--- src/rtl/alarm_match_controller_if.sv ---
// Alarm controller bus: comparator-chain outputs, user controls and alarm status.
// The master side drives the inputs; the controller attaches through the slave modport.
interface alarm_match_controller_if #(
  parameter int MAX_SNOOZE = 3
);
  localparam int SLW = (MAX_SNOOZE > 0) ? $clog2(MAX_SNOOZE + 1) : 1;

  logic           tick_1hz;
  logic           cmp_gt;
  logic           cmp_lt;
  logic           cmp_eq;
  logic           alarm_en;
  logic           snooze_btn;
  logic           stop_btn;
  logic           alarm_active;
  logic           snoozing;
  logic           buzzer;
  logic [SLW-1:0] snooze_left;

  modport master (
    output tick_1hz, cmp_gt, cmp_lt, cmp_eq, alarm_en, snooze_btn, stop_btn,
    input  alarm_active, snoozing, buzzer, snooze_left
  );

  modport slave (
    input  tick_1hz, cmp_gt, cmp_lt, cmp_eq, alarm_en, snooze_btn, stop_btn,
    output alarm_active, snoozing, buzzer, snooze_left
  );
endinterface

--- src/rtl/alarm_match_controller.sv ---
// Alarm sequencer fed by a cascaded 4-bit magnitude comparator chain.
// It registers the chain's gt/lt/eq outputs and detects the start of a time match.
// An FSM then rings, snoozes, stops or times out, counting durations in 1 Hz ticks.
module alarm_match_controller #(
  parameter int RING_SECONDS   = 60,
  parameter int SNOOZE_SECONDS = 300,
  parameter int MAX_SNOOZE     = 3
) (
  input  logic                     clk,
  input  logic                     rst,
  alarm_match_controller_if.slave  bus
);
  localparam int SLW    = (MAX_SNOOZE > 0) ? $clog2(MAX_SNOOZE + 1) : 1;
  localparam int MAXDUR = (RING_SECONDS > SNOOZE_SECONDS) ? RING_SECONDS : SNOOZE_SECONDS;
  localparam int CW     = $clog2(MAXDUR + 1);

  localparam logic [CW-1:0]  RING_LAST   = CW'(RING_SECONDS - 1);
  localparam logic [CW-1:0]  SNOOZE_LAST = CW'(SNOOZE_SECONDS - 1);
  localparam logic [SLW-1:0] SNOOZE_INIT = SLW'(MAX_SNOOZE);

  typedef enum logic [1:0] {
    IDLE    = 2'b00,
    RINGING = 2'b01,
    SNOOZE  = 2'b10
  } state_t;

  state_t         state_q;
  logic [CW-1:0]  cnt_q;
  logic           buzzer_q;
  logic           active_q;
  logic           snoozing_q;
  logic [SLW-1:0] left_q;

  logic gt_q, lt_q, eq_q;
  logic match_d;
  logic snooze_d, stop_d;
  logic match_q, match_rise, snooze_rise, stop_rise;

  // Capture the comparator chain and keep one-cycle history for edge detection.
  always_ff @(posedge clk) begin
    if (rst) begin
      gt_q     <= 1'b0;
      lt_q     <= 1'b0;
      eq_q     <= 1'b0;
      match_d  <= 1'b0;
      snooze_d <= 1'b0;
      stop_d   <= 1'b0;
    end else begin
      gt_q     <= bus.cmp_gt;
      lt_q     <= bus.cmp_lt;
      eq_q     <= bus.cmp_eq;
      match_d  <= match_q;
      snooze_d <= bus.snooze_btn;
      stop_d   <= bus.stop_btn;
    end
  end

  // Only a clean "equal" from the chain counts as a match; any other combination does not.
  assign match_q     = eq_q & ~gt_q & ~lt_q;
  assign match_rise  = match_q & ~match_d;
  assign snooze_rise = bus.snooze_btn & ~snooze_d;
  assign stop_rise   = bus.stop_btn & ~stop_d;

  // Alarm FSM with registered status outputs; branch order sets the priority.
  always_ff @(posedge clk) begin
    if (rst) begin
      state_q    <= IDLE;
      cnt_q      <= '0;
      buzzer_q   <= 1'b0;
      active_q   <= 1'b0;
      snoozing_q <= 1'b0;
      left_q     <= SNOOZE_INIT;
    end else begin
      case (state_q)
        IDLE: begin
          if (match_rise && bus.alarm_en) begin
            state_q    <= RINGING;
            cnt_q      <= '0;
            buzzer_q   <= 1'b1;
            active_q   <= 1'b1;
            snoozing_q <= 1'b0;
            left_q     <= SNOOZE_INIT;
          end
        end

        RINGING: begin
          if (!bus.alarm_en || stop_rise) begin
            state_q    <= IDLE;
            cnt_q      <= '0;
            buzzer_q   <= 1'b0;
            active_q   <= 1'b0;
            snoozing_q <= 1'b0;
          end else if (snooze_rise && (left_q != '0)) begin
            state_q    <= SNOOZE;
            cnt_q      <= '0;
            buzzer_q   <= 1'b0;
            active_q   <= 1'b0;
            snoozing_q <= 1'b1;
            left_q     <= left_q - 1'b1;
          end else if (bus.tick_1hz && (cnt_q == RING_LAST)) begin
            state_q    <= IDLE;
            cnt_q      <= '0;
            buzzer_q   <= 1'b0;
            active_q   <= 1'b0;
            snoozing_q <= 1'b0;
          end else if (bus.tick_1hz) begin
            cnt_q    <= cnt_q + 1'b1;
            buzzer_q <= ~buzzer_q;
          end
        end

        SNOOZE: begin
          if (!bus.alarm_en || stop_rise) begin
            state_q    <= IDLE;
            cnt_q      <= '0;
            buzzer_q   <= 1'b0;
            active_q   <= 1'b0;
            snoozing_q <= 1'b0;
          end else if (bus.tick_1hz && (cnt_q == SNOOZE_LAST)) begin
            state_q    <= RINGING;
            cnt_q      <= '0;
            buzzer_q   <= 1'b1;
            active_q   <= 1'b1;
            snoozing_q <= 1'b0;
          end else if (bus.tick_1hz) begin
            cnt_q <= cnt_q + 1'b1;
          end
        end

        default: begin
          state_q    <= IDLE;
          cnt_q      <= '0;
          buzzer_q   <= 1'b0;
          active_q   <= 1'b0;
          snoozing_q <= 1'b0;
        end
      endcase
    end
  end

  assign bus.alarm_active = active_q;
  assign bus.snoozing     = snoozing_q;
  assign bus.buzzer       = buzzer_q;
  assign bus.snooze_left  = left_q;

endmodule

--- src/flat_wrapper.sv ---
// flat-port wrapper written by rule: the top's interface ports become plain ports
module alarm_match_controller_flat 
#(
  parameter int RING_SECONDS   = 60,
  parameter int SNOOZE_SECONDS = 300,
  parameter int MAX_SNOOZE     = 3
)
  (clk, rst, bus_tick_1hz, bus_cmp_gt, bus_cmp_lt, bus_cmp_eq, bus_alarm_en, bus_snooze_btn, bus_stop_btn, bus_alarm_active, bus_snoozing, bus_buzzer, bus_snooze_left);
  alarm_match_controller_if #(.MAX_SNOOZE(MAX_SNOOZE)) bus_i ();
  input  logic clk;
  input  logic rst;
  input wire logic [$bits(bus_i.tick_1hz)-1:0] bus_tick_1hz;
  input wire logic [$bits(bus_i.cmp_gt)-1:0] bus_cmp_gt;
  input wire logic [$bits(bus_i.cmp_lt)-1:0] bus_cmp_lt;
  input wire logic [$bits(bus_i.cmp_eq)-1:0] bus_cmp_eq;
  input wire logic [$bits(bus_i.alarm_en)-1:0] bus_alarm_en;
  input wire logic [$bits(bus_i.snooze_btn)-1:0] bus_snooze_btn;
  input wire logic [$bits(bus_i.stop_btn)-1:0] bus_stop_btn;
  output wire logic [$bits(bus_i.alarm_active)-1:0] bus_alarm_active;
  output wire logic [$bits(bus_i.snoozing)-1:0] bus_snoozing;
  output wire logic [$bits(bus_i.buzzer)-1:0] bus_buzzer;
  output wire logic [$bits(bus_i.snooze_left)-1:0] bus_snooze_left;
  assign bus_i.tick_1hz = bus_tick_1hz;
  assign bus_i.cmp_gt = bus_cmp_gt;
  assign bus_i.cmp_lt = bus_cmp_lt;
  assign bus_i.cmp_eq = bus_cmp_eq;
  assign bus_i.alarm_en = bus_alarm_en;
  assign bus_i.snooze_btn = bus_snooze_btn;
  assign bus_i.stop_btn = bus_stop_btn;
  assign bus_alarm_active = bus_i.alarm_active;
  assign bus_snoozing = bus_i.snoozing;
  assign bus_buzzer = bus_i.buzzer;
  assign bus_snooze_left = bus_i.snooze_left;
  alarm_match_controller #(.RING_SECONDS(RING_SECONDS), .SNOOZE_SECONDS(SNOOZE_SECONDS), .MAX_SNOOZE(MAX_SNOOZE)) u_core (.clk(clk), .rst(rst), .bus(bus_i));
endmodule
--- config.mk ---
export PLATFORM = sky130hd
export DESIGN_NAME = alarm_match_controller_flat
export DESIGN_NICKNAME = d
export VERILOG_FILES = /design/src/rtl/alarm_match_controller_if.sv /design/src/rtl/alarm_match_controller.sv /design/src/flat_wrapper.sv
export SDC_FILE = /design/constraint.sdc
export NUM_CORES = 1
export LEC_CHECK = 0
export CAP_MARGIN = 10
export CORE_MARGIN = 3
export CORE_UTILIZATION = 45
export CTS_CLUSTER_SIZE = 16
export DETAILED_ROUTE_END_ITERATION = 6
export DONT_BUFFER_PORTS = 1
export GPL_TIMING_DRIVEN = 0
export SYNTH_ARGS = -nofsm -noshare
export SYNTH_HDL_FRONTEND = slang
export SYNTH_SLANG_ARGS = --single-unit
export TNS_END_PERCENT = 10
--- constraint.sdc ---
create_clock -name clk -period 3.8 [get_ports clk]
set_clock_uncertainty 0.2 [all_clocks]
set_input_delay 1.14 -clock clk [delete_from_list [all_inputs] [get_ports clk]]
set_output_delay 1.14 -clock clk [all_outputs]
set_load 0.1 [all_outputs]
Word level (Yosys, flattened, before mapping)

Cells that the tools add are included.

Flip-flop bits (word level): 22
Logic and storage cells: 84

Reduce and logical (&&, ||, !) cells: 12
Equal/unequal tests: 10
Bitwise logic cells: 11
Add/sub/neg operators: 2
Muxes and demuxes: 37

Operators by type and width:

| cell                  | count |
|---|---|
| $mux W9               | 7 |
| $pmux W9 S3           | 1 |
| $mux W2               | 9 |
| $mux W1               | 15 |
| $add A9 B1 Y9 const B | 1 |
| $eq A9 B6 Y1 const B  | 1 |
| $eq A9 B9 Y1 const B  | 1 |
| $pmux W1 S3           | 3 |
| $not A1 Y1            | 6 |
| $pmux W2 S3           | 1 |
| $reduce_and A3 Y1     | 2 |
| $and A1 B1 Y1         | 5 |
| $ne A5 B2 Y1 const B  | 1 |
| $logic_and A1 B1 Y1   | 4 |
| $ne A2 B1 Y1 const B  | 2 |
| $ne A4 B1 Y1 const B  | 1 |
| $pmux W2 S2           | 1 |
| $reduce_and A4 Y1     | 1 |
| $reduce_bool A2 Y1    | 2 |
| $ne A3 B1 Y1 const B  | 1 |
| $eq A2 B1 Y1 const B  | 1 |
| $eq A2 B2 Y1 const B  | 1 |
| $logic_not A2 Y1      | 1 |
| $ne A2 B2 Y1 const B  | 1 |
| 3 further kinds       | 3 |

Logic depth before layout (Yosys ltp)

Gate-level depths: netlist of the first run.

Depth in word-level cells: 7
Gate-level depth with buffers: 7
Depth with buffers taken out: 7

Worst setup path before layout of the first run

Ideal clock, no wire load.

Kind: input port to flip-flop
Start point: input port bus_tick_1hz
End point: register u_core.state_q[0]
Arrival: 2662 ps
Slack: 811 ps
Setup time: 127 ps
Cell stages on the path: 6
Path through: clkbuf_1 -> nand3b_1 -> or4_4 -> a221oi_4 -> mux2i_1 -> nor2_1

Cells in the longest elaborated chain, start to end: 3
Elaborated cells between the ends (all ways): 5

RTL lines:

| item                                                          | RTL line                                                     | RTL |
|---|---|---|
| from (decl)                                                   | flat_wrapper.sv:12                                           | `input wire logic [$bits(bus_i.tick_1hz)-1:0] bus_tick_1hz;` |
| $logic_and A1 B1 Y1 (on tied branches)                        | alarm_match_controller.sv:100, alarm_match_controller.sv:119 |  |
| $ne A4 B1 Y1 (no source line) or $ne A3 B1 Y1 (tied branches) | -                                                            |  |
| $reduce_and A3 Y1 (no source line) (*)                        | -                                                            |  |
| to (signal assigned)                                          | alarm_match_controller.sv:94                                 | `state_q <= SNOOZE;` |
| to (signal assigned)                                          | alarm_match_controller.sv:101                                | `state_q <= IDLE;` |
| to (signal assigned)                                          | alarm_match_controller.sv:114                                | `state_q <= IDLE;` |
| to (decl)                                                     | alarm_match_controller.sv:27                                 | `state_t state_q;` |

Mark *: on every way between the ends. The rest lies on a longest branch, timed or not.
A chain may end at the register's enable or synchronous reset.

Worst setup path in the final report of the first run

Start point: register u_core.left_q[0], in the netlist u_core.bus.snooze_left[0]
End point: register u_core.state_q[0]

Cells in the longest elaborated chain, start to end: 5
Elaborated cells between the ends (all ways): 7

RTL lines:

| item                    | RTL line                     | RTL |
|---|---|---|
| from (decl)             | alarm_match_controller.sv:32 | `logic [SLW-1:0] left_q;` |
| from (signal assigned)  | alarm_match_controller.sv:99 | `left_q <= left_q - 1'b1;` |
| $reduce_bool A2 Y1 (*)  | alarm_match_controller.sv:93 | `end else if (snooze_rise && (left_q != '0)) begin` |
| $logic_and A1 B1 Y1 (*) | alarm_match_controller.sv:93 |  |
| $mux W2                 | alarm_match_controller.sv:93 |  |
| $mux W2                 | alarm_match_controller.sv:87 | `if (!bus.alarm_en \|\| stop_rise) begin` |
| $pmux W2 S3             | alarm_match_controller.sv:74 | `case (state_q)` |
| to (signal assigned)    | alarm_match_controller.sv:77 | `state_q <= RINGING;` |
| to (signal assigned)    | alarm_match_controller.sv:88 | `state_q <= IDLE;` |
| to (signal assigned)    | alarm_match_controller.sv:94 |  |

Marks and branches as above.

==> flow_summary.toml, run 1 <==
[status]
status = "finished clean"

[grt]
grtUsageTotal_pct = 15.77
grt_pass1_wl_um = 4064
grt_overflow = 0
grt_start_max_net_pins = 14
antenna_found_initial = 0
grt_pass1_vias = 925

[power_and_ir_drop]
ir_drop_mv = 0.2537
p_per_area_nw_per_um2 = 431.8
leakage_nw = 0.4688

[timing]
relSlewSlack_pct = 31.89
period_share_pct = 81.91
clock.fmax_mhz = 321.3
drv_slew = 0
hold_viol_final = 0
worst_slack_ns = 0.6876
fin_setup_tns_ns = 0
setup_viol = 0
fin_crit_ns = 3.112
worst_pin_slew_ns = 1.020
rsz0062_at_grt = "no"

[setup_path]
cp_max_fo = 5
cp-endpoint = "u_core.state_q[0]"
required_ns = 3.81
cp-start-kind = "flop"
worstSetupEndpointType = "flop"
ff2ff_setup_slack_ns = 0.69
arrival_ns = 3.12
regToRegEndpoint = "u_core.state_q[0]"
regToRegStartpoint = "u_core.bus.snooze_left[0]"
rr_worst_depth = 7
cp-startpoint = "u_core.bus.snooze_left[0]"
critPathKind = "flop to flop"

[cells_and_area]
num_antenna_cells = 0
syn_to_final_growth_pct = 7.519
fillers = 234
drive_gt1_share_pct = 8.696
final_common_cell = "dfxtp_1"
layout_common_cells = "dfxtp_1 (22), nor2_1 (14), nand2_1 (9)"
nets = 154

[synth]
synthesis.instances = 134
synth_top_family_by_area = "simple AND/OR/NAND/NOR gates"
synthArstFlopShare_pct = 0
synth_edf_count = 0
synth_flop_cell = "dfxtp_1"
yosysWarningCount = 0
synth-simple-area-share_pct = 29.54
synth_fa_ha_area_share_pct = 6.445
synthesis.nets = 149
synth.avg_cell_area_um2 = 8.693
ys_ff_latch = 22
syn_area_um2 = 1165
synth-xor-area-share_pct = 3.008
yosysSeqAreaShare_pct = 37.81
ys_types = 41
synth-compound-area-share_pct = 19.44
synth_mux_area_share_pct = 0.8593

[cts]
cts_made_buffers = 3
cts-resized-gates = 0
clk_pin_slew_ns = 0.13
clk_path_buf_depth = 2
cts.sinks = 22
clkLatencyLatePin_ns = 0.32
cts_tree = "built"
cts_setup_buffers = 0
hold_buffers = 0
htreeDepth = 1
cts_root_buf = "clkbuf_4"

[die]
dieArea_um2 = 3235
rows = 17
core_um2 = 2340
start_util_pct = 49.79
ios = 14
die_width_um = 56.88
dieHeight_um = 56.88

[place]
io_buffer_count = 0
gp_congestion = 0.7307
hpwlAfterDp_um = 1732
post-place-ws_ns = 0.5534

[routing]
vias_per_cell = 5.892
drt_wl_total_um = 2332
drc_errors = 0
drtIter0Drc = 12
vias = 978
ant_nets = 0
drtPass1Iterations = 4
wl_per_cell_um = 14.05

[job]
maxCapViolCount = 0

[min_path]
hold_class = "flop to flop"
[routing by layer]
metal	wire length, um	share of wire [%]	vias to the layer above	track usage, %
li1	-	-	495	-
met1	1155	50	462	20.30
met2	1054	45	17	26.10
met3	91	3.9	4	2.529
met4	29	1.2	0	5.960
met5	0	0	-	0
[worst min-delay path by stage]
stage | startpoint | slack (ns) | endpoint | cells past startpoint
final | u_core.cnt_q[1] | 0.31 | u_core.cnt_q[1] | 2
after CTS | u_core.cnt_q[1] | 0.31 | u_core.cnt_q[1] | 2
after floorplan | u_core.cnt_q[2] | 0.26 | u_core.cnt_q[2] | 2
after detailed placement | u_core.cnt_q[1] | 0.30 | u_core.cnt_q[1] | 2
after global placement | u_core.cnt_q[1] | 0.29 | u_core.cnt_q[1] | 2
after global routing | u_core.cnt_q[2] | 0.36 | u_core.cnt_q[2] | 2
[layout make-up]
cell class	count	area [um^2]	share of cell area, %
multi-input combinational	103	690.7	55.14
sequential	22	440.4	35.16
tap	28	35.03	2.797
clock inverter	1	30.03	2.398
clock buffer	3	22.52	1.798
inverter	5	18.77	1.499
buffer	4	15.01	1.199
[critical path: stages, from the launching register on]
cell and delay [ns]:
dfxtp_1 0.99, inv_1 0.20, ha_1 0.28, or3b_2 0.45, and3_1 0.25, a221oi_4 0.36, mux2i_1 0.22, nor2_1 0.05
[logic make-up (layout without fill, tap and decap cells)]
logic type / Yosys count / count (layout)
simple gates: 62 / 62
xor+xnor: 4 / 4
mux: 1 / 1
buf+inv: 9 / 13
fa+ha+maj: 6 / 6
compound gates: 30 / 30
flops: 22 / 22
[state kept, by name (all words and copies together) (netlist names)]
signal	count
u_core.bus.alarm_active	1
u_core.eq_q	1
u_core.match_d	1
u_core.gt_q	1
u_core.lt_q	1
u_core.state_q	2
u_core.cnt_q	9
u_core.bus.snoozing	1
u_core.stop_d	1
u_core.bus.buzzer	1
u_core.snooze_d	1
u_core.bus.snooze_left	2
[synthesized netlist by cell type (2+ instances only)]
cell,n,share of area [%]
dfxtp_1,22,38
nor2_1,14,4.5
nand2_1,9,2.9
ha_1,6,6.4
nand3_1,6,2.6
nor2b_1,6,3.2
o21ai_0,6,2.6
a21oi_1,5,2.1
inv_1,5,1.6
a31oi_1,4,2.1
and3_1,4,2.1
clkbuf_1,4,1.3
nor3_1,4,1.7
a211oi_1,3,1.9
nand2b_1,3,1.6
nand4_1,3,1.6
a21o_1,2,1.3
or3b_1,2,1.5
or3b_2,2,1.5
xnor2_1,2,1.5
xor2_1,2,1.5
[per-stage QoR]
stage	instance area, um^2	utilization (%)	total power [W]	instances	hold slack [ns]
5_1_grt	1252	53.53	0.0005694	166	0.3556
6_report	1252	53.53	0.0005408	166	0.3077
2_1_floorplan	1165	-	0.0003455	134	0.2623
4_1_cts	1252	53.53	0.0005461	166	0.3129
3_5_place_dp	1200	51.28	0.0003637	162	0.2957
3_3_place_gp	1200	51.28	0.0003623	162	0.2875
[report_power, final]
group / total, W / switching [W] / internal [W]
Clock: 0.000182 / 0.0000758 / 0.000107
Sequential: 0.000277 / 0.0000371 / 0.000240
Combinational: 0.0000811 / 0.0000515 / 0.0000297
Total: 0.000541 / 0.000164 / 0.000376
(Power assumes the default switching activity.)
==> run 2: changes to the inputs <==
==> constraint.sdc (replaced) <==
create_clock -name clk -period 2.7 [get_ports clk]
set_clock_uncertainty 0.2 [all_clocks]
set_input_delay 0.81 -clock clk [delete_from_list [all_inputs] [get_ports clk]]
set_output_delay 0.81 -clock clk [all_outputs]
set_load 0.1 [all_outputs]
==> run 2 against run 1 <==
  * Critical path depth decreased by 1
  * Worst hold slack gained 0.010 ns
  * Clock power is 3% higher
  * First-iteration DRC count grew to 2.7 times the previous value
  * Clock-buffer cell count is 1 higher
  * Largest cell class unchanged
==> flow_summary.toml, run 2 (synthesis gave the netlist of run 1 again) <==
[timing]
worst_pin_slew_ns = 0.9980
fin_crit_ns = 2.553
rsz0062_at_grt = "no"
fin_setup_tns_ns = 0
clock.fmax_mhz = 391.7
period_share_pct = 94.57
drv_slew = 0
hold_viol_final = 0
relSlewSlack_pct = 33.38
whs_ns = 0.3180
setup_viol = 0

[cts]
clkLatencyLatePin_ns = 0.32
cts_made_buffers = 3
cts_tree = "built"
cts_root_buf = "clkbuf_4"
hold_buffers = 0
clk_pin_slew_ns = 0.13
clk_path_buf_depth = 2
htreeDepth = 1
cts.sinks = 22

[setup_path]
critPathKind = "primary input to flop"
cp_max_fo = 9
cp-start-kind = "primary input"
crit_slowest_cell = "or4_1"
arrival_ns = 2.60
crit_chain = "clkbuf_1 > nand3b_1 > or4_1 > a221oi_4 > nor2_1 > a211oi_2"
worstSetupEndpointType = "flop"
path_buf_inv = 1
required_ns = 2.75
path_delay_family = "simple AND/OR/NAND/NOR gates"
max_stage_delay_ns = 0.63

[grt]
grt_pass1_wl_um = 4167
antenna_found_initial = 0
grt_pass1_vias = 963
grt_overflow = 0
grt_start_max_net_pins = 13
grtUsageTotal_pct = 16.46

[status]
status = "finished clean"

[power_and_ir_drop]
switching_power_w = 0.0002353
power_frac_seq_pct = 55.4
p_int_w = 0.0004650
leakage_nw = 0.4649
ir_drop_mv = 0.3632
total_power_w = 0.0007003
swShare_pct = 33.60
pwr-share-comb_pct = 17.7
p_clk_share_pct = 26.9
p_per_area_nw_per_um2 = 556.9

[cells_and_area]
nets = 155
fillers = 232
final_common_cell = "dfxtp_1"
layout_common_cells = "dfxtp_1 (20), nor2_1 (14), nand2_1 (9)"
largest_reg_flops = 9
final_area_um2 = 1257
drive_gt1_share_pct = 12.95
num_antenna_cells = 0
area.sequential_um2 = 447.9
multiInputGateArea_um2 = 696.9
syn_to_final_growth_pct = 7.949
top_register = "u_core.cnt_q"

[place]
gp_congestion = 0.7394
hpwlAfterDp_um = 1716
io_buffer_count = 0
placed_area_um2 = 1202

[routing]
drt_wl_total_um = 2361
drtIter0Drc = 32
wl_per_cell_um = 14.14
vias_per_cell = 5.934
drtPass1Iterations = 4
ant_nets = 0
vias = 991
drc_errors = 0

[die]
start_util_pct = 49.79
dieArea_um2 = 3235
rows = 17
core_um2 = 2340
dieHeight_um = 56.88
ios = 14
die_width_um = 56.88

[min_path]
hold_class = "flop to flop"

[job]
maxCapViolCount = 0
==> run 2: cell types whose count changed in the layout (fill, tap and decap cells not counted), sizes merged <==
cell    previous run  this run
bufinv             1         0
clkbuf             7         8
buf                0         1
==> run 2: tightest hold or removal path: stages (launching register included) <==
cell and delay [ns]:
dfxtp_1 0.37, nand2_1 0.06, a21oi_1 0.06
==> run 2: timing repair <==
item	in CTS	in global routing
gates resized for setup	2	3
endpoints found under the hold margin	0	0
buffers inserted	0	1
setup endpoints to repair	8	2
pin swaps	0	1
==> run 2: final cells by class <==
| type | count | share of cell area [%] |
|---|---|---|
| Tap cell | 28 | 2.786 |
| Inverter | 5 | 1.493 |
| Sequential cell | 22 | 35.62 |
| Clock buffer | 4 | 2.886 |
| Buffer | 4 | 1.194 |
| Multi-Input combinational cell | 103 | 55.42 |
| Timing Repair Buffer | 1 | 0.5970 |
==> run 2: path summary, 6_finish.rpt <==
check                                          startpoint                 endpoint  slack, ns  depth (start not counted)
worst max-delay path                         bus_tick_1hz  u_core.bus.alarm_active       0.15                          6
worst max register to register  u_core.bus.snooze_left[0]  u_core.bus.alarm_active       0.17                          7
worst min-delay path                      u_core.cnt_q[0]          u_core.cnt_q[0]       0.32                          2
worst min register to register            u_core.cnt_q[0]          u_core.cnt_q[0]       0.32                          2
==> run 2: per-layer routing <==
| metal | GRT usage [%] | wire [um] | vias to the layer above |
|---|---|---|---|
| li1 | - | - | 504 |
| met1 | 20.11 | 1165 | 458 |
| met2 | 26.92 | 1044 | 24 |
| met3 | 2.989 | 91 | 5 |
| met4 | 8.940 | 59 | 0 |
| met5 | 0 | 0 | - |
==> run 2: stage by stage <==
stage	setup slack, ns	util [%]	cells
6_report	0.1467	53.74	167
5_1_grt	0.02854	53.74	167
4_1_cts	0.1221	53.16	166
3_5_place_dp	-0.1944	51.39	162
3_3_place_gp	-0.1865	51.39	162
2_1_floorplan	0.04079	-	134
==> run 2: power groups by stage <==
stage	logic [W]	registers [W]	clock network [W]
finish	0.000124	0.000388	0.000188
global route	0.000137	0.000390	0.000214
CTS	0.000114	0.000389	0.000202
detailed placement	0.000114	0.000398	0
global placement	0.000113	0.000397	0
floorplan	0.0000910	0.000395	0
==> run 3: changes to the inputs <==
--- a/config.mk
+++ b/config.mk
@@ -5,13 +5,15 @@
 export SDC_FILE = /design/constraint.sdc
 export NUM_CORES = 1
 export LEC_CHECK = 0
+export ABC_AREA = 1
+export BUFFER_PORTS_ARGS = -buffer_cell sky130_fd_sc_hd__buf_2
 export CAP_MARGIN = 10
 export CORE_MARGIN = 3
 export CORE_UTILIZATION = 45
 export CTS_CLUSTER_SIZE = 16
 export DETAILED_ROUTE_END_ITERATION = 6
-export DONT_BUFFER_PORTS = 1
 export GPL_TIMING_DRIVEN = 0
+export PLACE_DENSITY = 0.67
 export SYNTH_ARGS = -nofsm -noshare
 export SYNTH_HDL_FRONTEND = slang
 export SYNTH_SLANG_ARGS = --single-unit
==> run 3 against run 2 <==
  * Combinational power increased by 90%
  * Die area is 2.4% higher
  * Worst hold slack worse by 0.087 ns
  * Fmax is 18% higher
  * Routed wire length up 0.93%
  * Synthesized area grew 2.7%
  * Total power is 21% higher
  * Sequential power shrank 7.5%
  * Critical path type is now flop to output port
  * Largest power group unchanged
==> flow_summary.toml, run 3 <==
[setup_path]
worstSetupEndpointType = "output port"
regToRegEndpoint = "u_core.bus.snooze_left[1]"
required_ns = 1.69
cp-start-kind = "flop"
crit_chain = "buf_2"
cp_max_fo = 4
crit_slowest_cell = "buf_2"
path_buf_inv = 1
cp_num_cells = 1
regToRegStartpoint = "u_core.state_q[1]"
critPathKind = "flop to output port"
rr_worst_depth = 7
path_delay_family = "buffers and inverters"
max_stage_delay_ns = 0.44
arrival_ns = 1.15
ff2ff_setup_slack_ns = 0.89

[power_and_ir_drop]
ir_drop_mv = 0.4308
leakage_nw = 0.6328
switching_power_w = 0.0002914
p_int_w = 0.0005551
pwr-share-comb_pct = 27.8
p_per_area_nw_per_um2 = 628.7
total_power_w = 0.0008464
swShare_pct = 34.43
p_clk_share_pct = 29.9
power_frac_seq_pct = 42.4

[cts]
cts_root_buf = "clkbuf_4"
cts.sinks = 22
clk_path_buf_depth = 2
clk_pin_slew_ns = 0.12
cts_made_buffers = 3
cts_setup_buffers = 0
cts_tree = "built"
hold_buffers = 0
htreeDepth = 1
clkLatencyLatePin_ns = 0.31
cts-resized-gates = 0

[die]
dieHeight_um = 57.56
die_width_um = 57.56
core_um2 = 2500
rows = 18
start_util_pct = 47.85
ios = 14
dieArea_um2 = 3313

[synth]
syn_area_um2 = 1196
synthArstFlopShare_pct = 0
synth_top_area_cell = "dfxtp_1"
synthesis.instances = 172
ys_types = 24
ys_ff_latch = 22
synth.most_common_cell = "nand2_1"
synth_edf_count = 0
synthesis.nets = 187
yosysWarningCount = 0
synth_top_area_share_pct = 36.82
synth_area_leaders = "dfxtp_1 (37%), nand2_1 (10%), inv_1 (9.1%)"
ys_top_cells_by_count = "nand2_1 (32), inv_1 (29), nor2_1 (26)"
synth_flop_cell = "dfxtp_1"
synth.avg_cell_area_um2 = 6.954
yosysSeqAreaShare_pct = 36.82

[min_path]
hold_depth = 1
hp-start = "u_core.gt_q"
hold_class = "flop to flop"
min_delay_worst_endpoint = "u_core.match_d"

[cells_and_area]
final_common_cell = "nand2_1"
top_register = "u_core.cnt_q"
fin_util_pct = 53.85
nets = 204
largest_reg_flops = 9
layout_common_cells = "nand2_1 (32), inv_1 (29), nor2_1 (26)"
drive_gt1_share_pct = 16.49
fin_cells = 218
syn_to_final_growth_pct = 12.55
fillers = 268
num_antenna_cells = 0

[routing]
drtPass1Iterations = 6
ant_nets = 0
vias = 1089
drc_errors = 0
vias_per_cell = 4.995
drt_wl_total_um = 2383
wl_per_cell_um = 10.93
drtIter0Drc = 31

[grt]
grt_pass1_vias = 1034
grtUsageTotal_pct = 16.67
grt_start_max_net_pins = 14
grt_overflow = 0
grt_pass1_wl_um = 4395
antenna_found_initial = 0

[place]
io_buffer_count = 12
dp.cells = 214
hpwlAfterDp_um = 1899
gp_congestion = 0.9009

[status]
status = "finished clean"

[timing]
setup_viol = 0
fin_setup_tns_ns = 0
fin_crit_ns = 2.156
rsz0062_at_grt = "no"
worst_pin_slew_ns = 0.4949
drv_slew = 0
period_share_pct = 79.84
whs_ns = 0.2312
clock.fmax_mhz = 463.9
hold_viol_final = 0
relSlewSlack_pct = 67.01

[job]
maxCapViolCount = 0
run 3: cell count changes after synthesis, sizes merged, moves of 3 or more:
cell    change
a211oi      -3
a21oi       +6
a31oi       -4
and3        -5
inv        +25
nand2      +29
nand2b      -3
nand3       +7
nor2       +16
nor2b       -6
nor3        -3
or3b        -4
run 3: how the worst max path moves through the flow:
stage | from | endpoint | slack (ns)
after floorplan | u_core.bus.snooze_left[0] | u_core.bus.snooze_left[0] | 0.43
after global placement | bus_stop_btn | u_core.cnt_q[2] | 0.64
after detailed placement | bus_stop_btn | u_core.cnt_q[0] | 0.62
after CTS | u_core.bus.snooze_left[0] | bus_snooze_left[0] | 0.53
after global routing | u_core.bus.snooze_left[0] | bus_snooze_left[0] | 0.47
final | u_core.bus.snooze_left[0] | bus_snooze_left[0] | 0.54
run 3: area by class of cell:
cell class	count	area (um^2)	area share, %
Buffer	3	18.77	1.394
Clock buffer	3	22.52	1.673
Clock inverter	1	30.03	2.230
Inverter	30	112.6	8.364
Multi-Input combinational cell	117	624.3	46.38
Sequential cell	22	440.4	32.71
Tap cell	30	37.54	2.788
Timing Repair Buffer	12	60.06	4.461
run 3: cell families after synthesis:
| group | share of synthesized area [%] |
|---|---|
| AND/OR/NAND/NOR | 35.36 |
| buffers and inverters | 10.98 |
| flip-flops | 36.82 |
| AO/OA/AOI/OAI | 7.636 |
| adder cells (fa/ha/maj) | 6.276 |
| XOR/XNOR | 2.929 |
run 3: layer usage:
layer	share of wire, %	vias up	track usage [%]
met3	5.2	4	4.525
li1	-	571	-
met1	48	491	21.36
met4	0.97	0	3.974
met5	0	-	0
met2	46	23	27.74
run 3: metrics by stage:
stage | setup WS (ns) | area [um^2]
3_5_place_dp | 0.6245 | 1294
5_1_grt | 0.4715 | 1346
2_1_floorplan | 0.4275 | 1196
3_3_place_gp | 0.6366 | 1294
6_report | 0.5442 | 1346
4_1_cts | 0.5330 | 1346
run 3: power by group through the flow:
| stage | Combinational [W] | Clock, W | Sequential (W) |
|---|---|---|---|
| 4_1_cts | 0.000236 | 0.000257 | 0.000359 |
| 5_1_grt | 0.000259 | 0.000274 | 0.000362 |
| 6_report | 0.000235 | 0.000253 | 0.000359 |
| 3_3_place_gp | 0.000230 | 0 | 0.000365 |
| 3_5_place_dp | 0.000235 | 0 | 0.000366 |
| 2_1_floorplan | 0.000110 | 0 | 0.000445 |
